[config.mk]
export PLATFORM = sky130hd
export DESIGN_NAME = fpga_config_loader_flat
export DESIGN_NICKNAME = d
export VERILOG_FILES = /design/src/rtl/fpga_config_loader_if.sv /design/src/rtl/fpga_config_loader.sv /design/src/flat_wrapper.sv
export SDC_FILE = /design/constraint.sdc
export NUM_CORES = 1
export LEC_CHECK = 0
export CAP_MARGIN = 5
export CORE_ASPECT_RATIO = 1.4
export CORE_MARGIN = 2
export CORE_UTILIZATION = 55
export CTS_CLUSTER_SIZE = 40
export DETAILED_ROUTE_END_ITERATION = 7
export DONT_BUFFER_PORTS = 1
export PLACE_DENSITY = 0.77
export REMOVE_ABC_BUFFERS = 1
export SKIP_CTS_REPAIR_TIMING = 1
export SLEW_MARGIN = 10
export SYNTH_ARGS = -nofsm -noshare
export SYNTH_HDL_FRONTEND = slang
export SYNTH_SLANG_ARGS = --single-unit
[constraint.sdc]
create_clock -name clock -period 3.25 [get_ports clock]
set_input_delay 0.65 -clock clock [delete_from_list [all_inputs] [get_ports clock]]
set_output_delay 0.65 -clock clock [all_outputs]
set_load 0.01 [all_outputs]
[src/rtl/fpga_config_loader_if.sv]
// rtl/fpga_config_loader_if.sv - word-stream handshake carrying configuration frames into the loader
interface fpga_config_loader_if;
  logic [31:0] cfg_data;
  logic        cfg_valid;
  logic        cfg_ready;

  modport master (output cfg_data, output cfg_valid, input cfg_ready);
  modport slave  (input cfg_data, input cfg_valid, output cfg_ready);
endinterface

[src/rtl/fpga_config_loader.sv]
// rtl/fpga_config_loader.sv - checked, atomic loader of one LUT/switch-box configuration frame
module fpga_config_loader #(
  parameter int          NUM_LUT  = 8,
  parameter int          LUT_BITS = 33,
  parameter int          NUM_SB   = 7,
  parameter int          SB_BITS  = 32,
  parameter logic [15:0] MAGIC    = 16'hC0F1
) (
  input  logic                        clock,
  input  logic                        reset_n,
  fpga_config_loader_if.slave         cfg,
  output logic [NUM_LUT*LUT_BITS-1:0] lut_cfg,
  output logic [NUM_SB*SB_BITS-1:0]   sb_cfg,
  output logic                        fabric_en,
  output logic                        cfg_done,
  output logic                        cfg_error
);

  localparam int          P      = NUM_LUT + NUM_SB + 1;
  localparam int          IW     = $clog2(P);
  localparam logic [31:0] HEADER = {MAGIC, 16'(P)};
  localparam logic [IW-1:0] LAST = IW'(P - 1);

  typedef enum logic [2:0] {IDLE, LOAD, CHECK, COMMIT, DONE, ERROR} state_t;

  state_t        state, state_next;
  logic          ready_q;
  logic [IW-1:0] cnt;
  logic [31:0]   acc;
  logic [31:0]   shadow [P];
  logic          accept;
  logic          is_header;
  logic          is_bad_header;

  assign cfg.cfg_ready  = ready_q && (state != COMMIT);
  assign accept         = cfg.cfg_valid && cfg.cfg_ready;
  assign is_header      = (cfg.cfg_data == HEADER);
  assign is_bad_header  = (cfg.cfg_data[31:16] == MAGIC) && !is_header;

  always_ff @(posedge clock or negedge reset_n) begin
    if (!reset_n) begin
      state <= IDLE;
    end else begin
      state <= state_next;
    end
  end

  always_comb begin
    state_next = state;
    case (state)
      IDLE, DONE, ERROR: begin
        if (accept && is_header) begin
          state_next = LOAD;
        end else if (accept && is_bad_header) begin
          state_next = ERROR;
        end
      end
      LOAD:    if (accept && cnt == LAST) state_next = CHECK;
      CHECK:   if (accept) state_next = (cfg.cfg_data == acc) ? COMMIT : ERROR;
      COMMIT:  state_next = DONE;
      default: state_next = IDLE;
    endcase
  end

  // Outputs only move in the COMMIT cycle, so a partial or rejected frame is never visible.
  always_ff @(posedge clock or negedge reset_n) begin
    if (!reset_n) begin
      ready_q   <= 1'b0;
      cnt       <= '0;
      acc       <= '0;
      lut_cfg   <= '0;
      sb_cfg    <= '0;
      fabric_en <= 1'b0;
      cfg_done  <= 1'b0;
      cfg_error <= 1'b0;
      for (int i = 0; i < P; i++) shadow[i] <= '0;
    end else begin
      ready_q <= 1'b1;
      case (state)
        IDLE, DONE, ERROR: begin
          if (accept && is_header) begin
            cnt       <= '0;
            acc       <= '0;
            cfg_done  <= 1'b0;
            cfg_error <= 1'b0;
            fabric_en <= 1'b0;
          end else if (accept && is_bad_header) begin
            cfg_done  <= 1'b0;
            cfg_error <= 1'b1;
            fabric_en <= 1'b0;
          end
        end
        LOAD: begin
          if (accept) begin
            shadow[cnt] <= cfg.cfg_data;
            acc         <= acc ^ cfg.cfg_data;
            cnt         <= cnt + 1'b1;
          end
        end
        CHECK: begin
          if (accept && cfg.cfg_data != acc) cfg_error <= 1'b1;
        end
        COMMIT: begin
          // Extra-bit word is the last payload word; its MSB feeds LUT 0.
          for (int k = 0; k < NUM_LUT; k++) begin
            lut_cfg[k*LUT_BITS +: LUT_BITS] <= {shadow[P-1][31-k], shadow[k][LUT_BITS-2:0]};
          end
          for (int k = 0; k < NUM_SB; k++) begin
            sb_cfg[k*SB_BITS +: SB_BITS] <= shadow[NUM_LUT+k][SB_BITS-1:0];
          end
          fabric_en <= 1'b1;
          cfg_done  <= 1'b1;
        end
        default: ;
      endcase
    end
  end

endmodule

[src/flat_wrapper.sv]
// flat-port wrapper written by rule: the top's interface ports become plain ports
module fpga_config_loader_flat 
#(
  parameter int          NUM_LUT  = 8,
  parameter int          LUT_BITS = 33,
  parameter int          NUM_SB   = 7,
  parameter int          SB_BITS  = 32,
  parameter logic [15:0] MAGIC    = 16'hC0F1
)
  (clock, reset_n, lut_cfg, sb_cfg, fabric_en, cfg_done, cfg_error, cfg_cfg_data, cfg_cfg_valid, cfg_cfg_ready);
  fpga_config_loader_if cfg_i ();
  input  logic clock;
  input  logic reset_n;
  output logic [NUM_LUT*LUT_BITS-1:0] lut_cfg;
  output logic [NUM_SB*SB_BITS-1:0] sb_cfg;
  output logic fabric_en;
  output logic cfg_done;
  output logic cfg_error;
  input wire logic [$bits(cfg_i.cfg_data)-1:0] cfg_cfg_data;
  input wire logic [$bits(cfg_i.cfg_valid)-1:0] cfg_cfg_valid;
  output wire logic [$bits(cfg_i.cfg_ready)-1:0] cfg_cfg_ready;
  assign cfg_i.cfg_data = cfg_cfg_data;
  assign cfg_i.cfg_valid = cfg_cfg_valid;
  assign cfg_cfg_ready = cfg_i.cfg_ready;
  fpga_config_loader #(.NUM_LUT(NUM_LUT), .LUT_BITS(LUT_BITS), .NUM_SB(NUM_SB), .SB_BITS(SB_BITS), .MAGIC(MAGIC)) u_core (.clock(clock), .reset_n(reset_n), .cfg(cfg_i), .lut_cfg(lut_cfg), .sb_cfg(sb_cfg), .fabric_en(fabric_en), .cfg_done(cfg_done), .cfg_error(cfg_error));
endmodule
# Yosys cells after proc, flatten, opt, wreduce, memory -nomap -nowiden
# Index checks and enable logic that the tools add are counted.
[classes]
n_addsub = 1
multipliers = 0
div_mod_pow = 0
n_lt_le_gt_ge = 2
n_eq_ne = 17
shifts = 0
muxes = 22
bitwise = 2
reduce_logical = 19
[op_table]
columns = ["cell", "count"]
rows = [
  ["bitwise mux 512 bit", 1],
  ["demux 32 bit (select 4 bit)", 1],
  ["2-to-1 mux 32 bit", 3],
  ["one-hot mux 32 bit (2 select lines)", 1],
  ["== test 32 bit", 1],
  ["== test 32 bit (second input constant)", 1],
  ["!= test 32 bit", 1],
  ["bitwise XOR 32 bit", 1],
  ["== test 16 bit (second input constant)", 1],
  ["2-to-1 mux 3 bit", 5],
  ["one-hot mux 3 bit (4 select lines)", 1],
  ["!= test 2 x 1 -> 1 bit (second input constant)", 5],
  ["AND reduction 3 bit", 3],
  ["logical AND 1 bit", 8],
  ["2-to-1 mux 4 bit", 2],
  ["one-hot mux 4 bit (2 select lines)", 1],
  ["== test 3 x 2 -> 1 bit (second input constant)", 2],
  ["== test 3 bit (second input constant)", 2],
  ["nonzero test 2 bit", 3],
  ["greater-or-equal comparator 5 bit (second input constant)", 1],
  ["< comparator 5 x 1 -> 1 bit (second input constant)", 1],
  ["2-to-1 mux 1 bit", 5],
  ["NOT 4 -> 5 bit", 1],
  ["adder 4 x 1 -> 4 bit (second input constant)", 1],
  ["other kinds (9)", 11],
]
[word_totals]
register_bits = 1042
latchBits = 0
mem_bits_rw = 0
rom_bits = 0
input_bits = 35
elab_cells = 87
n_memories = 0

# Longest topological paths before layout
[logic_depth]
depth_word = 7
ltp_mapped = 8
mapped_depth_nobuf = 5

# Worst setup path after synthesis
# No wires, ideal clock.
[synth_path]
path_type = "input to register"
from = "input port cfg_cfg_data[27]"
to = "register u_core.acc[23]"
setup_ns = 0.121
arrival_time_ns = 2.262
t_required_ns = 3.129
setup_slack_ns = 0.867
stages = 7
n_path_buf = 2
cell_sequence = "or4b_2 nor4_4 and4_4 or2_2 buf_4 buf_6 a21oi_1"
[synth_via]
elab_chain_len = 4
[synth_lines]
columns = ["element", "line", "rtl"]
rows = [
  ["start: declaration", "flat_wrapper.sv:19", "input wire logic [$bits(cfg_i.cfg_data)-1:0] cfg_cfg_data;"],
  ["== test 32 bit", "fpga_config_loader.sv:37", "assign is_header = (cfg.cfg_data == HEADER);"],
  ["logical AND 1 bit", "fpga_config_loader.sv:81", "if (accept && is_header) begin"],
  ["!= test 2 x 1 -> 1 bit (no line)", "-", ""],
  ["AND reduction 3 bit (no line)", "-", ""],
  ["end signal: assignment", "fpga_config_loader.sv:96", "acc <= acc ^ cfg.cfg_data;"],
  ["end: declaration", "fpga_config_loader.sv:29", "logic [31:0] acc;"],
]
# No other way between the ends.
# A chain may end at the register's enable or synchronous reset.

# Worst setup path after layout
[layout_path]
from = "register u_core.state[0]"
to = "output port cfg_cfg_ready"
[layout_via]
elab_chain_len = 2
[layout_lines]
columns = ["element", "line", "rtl"]
rows = [
  ["start: declaration", "fpga_config_loader.sv:26", "state_t state, state_next;"],
  ["start signal: assignment", "fpga_config_loader.sv:44", "state <= state_next;"],
  ["!= test 3 x 2 -> 1 bit", "fpga_config_loader.sv:35", "assign cfg.cfg_ready = ready_q && (state != COMMIT);"],
  ["logical AND 1 bit", "fpga_config_loader.sv:35", ""],
  ["end: declaration", "flat_wrapper.sv:21", "output wire logic [$bits(cfg_i.cfg_ready)-1:0] cfg_cfg_ready;"],
]
# No other way between the ends.

==> flow_summary.json <==
{
  "status": "finished, final reports clean",
  "synth_cell_type_count": 45,
  "fin_nets": 2388,
  "synth_area_leaders": "dfrtp_1 66%, mux2_2 28%, clkbuf_1 1.2%, a21oi_1 0.84%, xor2_1 0.77%",
  "cts_max_path_buffers": 3,
  "cts_made_buffers": 93,
  "routed_wl_mm": 93.24,
  "clk_root_buffer_cell": "clkbuf_16",
  "grt_pass1_vias": 21655,
  "drv_cap": 0,
  "wl_per_cell_um": 27.73,
  "die-area_um2": 72590,
  "ant_nets": 0,
  "grt-ovfl-total": 0,
  "rsz0062_at_grt": "no",
  "antenna_found_initial": 2,
  "p_total_w": 0.02468,
  "crit_arrival_ns": 2.03,
  "place_inst": 3184,
  "syn_inst": 2389,
  "cts.sinks": 1018,
  "fin_skew_ns": 0.01469,
  "vdd_drop_max_uv": 491.6,
  "drive_gt1_share_pct": 49.53,
  "finalHoldViolations": 0,
  "num_vias": 19865,
  "worstPathRequired_ns": 2.60,
  "drt-initial-drc-count": 1044,
  "yosys_warnings": 0,
  "async_reset_ff_share_pct": 100.0,
  "fp.dieH_um": 318.0,
  "synth_common_cells": "1018 x dfrtp_1, 976 x mux2_2, 120 x clkbuf_1",
  "endpoint_kind": "primary output",
  "fin_crit_sh_pct": 82.34,
  "synth_area_um2": 38730,
  "tritoncts": "done",
  "dp_hpwl_mm": 57.81,
  "fin_area_um2": 42980,
  "maxSlewHeadroom_pct": 23.23,
  "first_pass_iters": 5,
  "timing.fmax_ghz": 0.3737,
  "dp_worst_setup_slack_ns": 0.4148,
  "hp-class": "in -> reg",
  "synth_edf_count": 0,
  "fp-row-count": 115,
  "worst_pin_slew_ns": 1.152,
  "htree_levels": 3,
  "worst_slack_ns": 0.5738,
  "grt_max_degree": 1019,
  "syn_avg_cell_area_um2": 16.21,
  "synth_area_leader_cell": "dfrtp_1",
  "slew_viol_final": 0,
  "viasPerCell": 5.907,
  "start_util_pct": 55.39,
  "post-route-min-period_ns": 2.676,
  "yosysSeqAreaShare_pct": 65.77,
  "diodes": 0,
  "area.growth.synth_to_final_pct": 10.96,
  "dpl-instance-area_um2": 39490,
  "worst_setup_path_start_kind": "flop",
  "leakage_nw": 22.62,
  "core_area_um2": 69930,
  "clock_latency_ns": 0.66,
  "setup-violations-final": 0,
  "io_pins": 527,
  "stdcell_count": 3363,
  "p_per_area_nw_per_um2": 574.2,
  "gp_congestion": 0.8131,
  "synth_most_common_cell": "dfrtp_1",
  "critical_path.slowest_cell": "dfrtp_1",
  "io_buffers": 0,
  "ys.flop_type": "dfrtp_1",
  "grt_pass1_wl_mm": 140.1,
  "dieWidth_um": 228.3,
  "critPathMaxFanout": 17,
  "path_clk_slew_ns": 0.07,
  "max_stage_delay_ns": 0.43,
  "netlist.area_leader.share_pct": 65.77,
  "synth_seq_cells": 1018,
  "worstSetupPathType": "reg -> out",
  "drc": 0,
  "path_cells": "nor2b_1 > nand2_4 > and2_1",
  "grt_usage_pct": 25.85
}
registers in the layout (all words and copies together) (netlist names):
register / cells
u_core.sb_cfg: 224
u_core.ready_q: 1
u_core.lut_cfg: 264
u_core.state: 3
u_core.cnt: 4
u_core.acc: 32
u_core.fabric_en: 1
u_core.cfg_error: 1
u_core.shadow: 488
cells in the final DEF, fill, tap and decap left out, drive strengths merged, types with 2 or more instances in the layout:
cell      count
and4          2
dfrtp      1018
nand4         7
bufinv       11
mux2        976
clkbuf      130
a31oi         2
ha            4
buf          43
nand3         2
nor3b         3
clkinvlp      7
nor4         12
nand4b        2
inv          12
a21oi        65
nand2        17
nor3          2
nor2          7
and2          2
o21a         33
o21ai         2
clkinv       17
xor2         34
or4b          2
logic make-up (layout without fill, tap and decap cells):
kind of cell    after synthesis  after routing  share of synthesized area, %
flops                      1018           1018                         65.77
mux                         977            977                         28.40
buf+inv                     183            221                         2.184
compound gates              108            108                         1.677
simple gates                 64             64                         1.056
xor+xnor                     34             34                        0.7689
fa+ha+maj                     4              4                        0.1292
other cells                   1              1                      0.009682
metrics by stage:
stage / TNS (ns) / util, % / hold WS [ns]
3_3_place_gp: 0 / 56.47 / 0.3815
3_5_place_dp: 0 / 56.47 / 0.3703
2_1_floorplan: -4518.59 / - / 0.3544
5_1_grt: 0 / 61.46 / 0.1013
6_report: 0 / 61.46 / 0.1330
4_1_cts: 0 / 61.25 / -0.3501
final timing paths:
path                                    start             endpoint  slack, ns  cells after the start
hold reg to reg            u_core.shadow[411]  u_core.lut_cfg[126]       0.50                      1
min in group asynchronous             reset_n   u_core.shadow[366]       0.15                      1
setup reg to reg              u_core.state[2]   u_core.shadow[378]       0.75                      6
hold / removal                cfg_cfg_data[3]   u_core.shadow[451]       0.13                      1
max in group asynchronous             reset_n  u_core.lut_cfg[263]       0.68                      3
setup / recovery              u_core.state[0]        cfg_cfg_ready       0.57                      3
cell type report:
class                      count  area, µm²
sequential                  1018      25470
fill                        5042      26950
tap                          936       1171
clock inverter                43      604.3
clock buffer                 130       2739
multi-input combinational   1188      12450
inverter                       4      15.01
timing repair buffer          44      520.5
power breakdown:
part / switching [W] / internal, W
clock network: 0.00488 / 0.00684
registers: 0.00000117 / 0.0127
logic: 0.000245 / 0.0000379
worst max-delay path, delay by kind of cell, from the launching register on:
family | cells | cell delay (ns)
flops | 1 | 0.43
simple gates | 3 | 0.93
routing by layer:
metal,up-vias,wire (µm),track usage [%]
met5,-,13,0
met4,2,5065,14.12
met3,218,7118,8.169
li1,8336,-,-
met2,632,46840,43.10
met1,10677,34210,29.73
No activity file was read; power rests on OpenSTA's default activity.
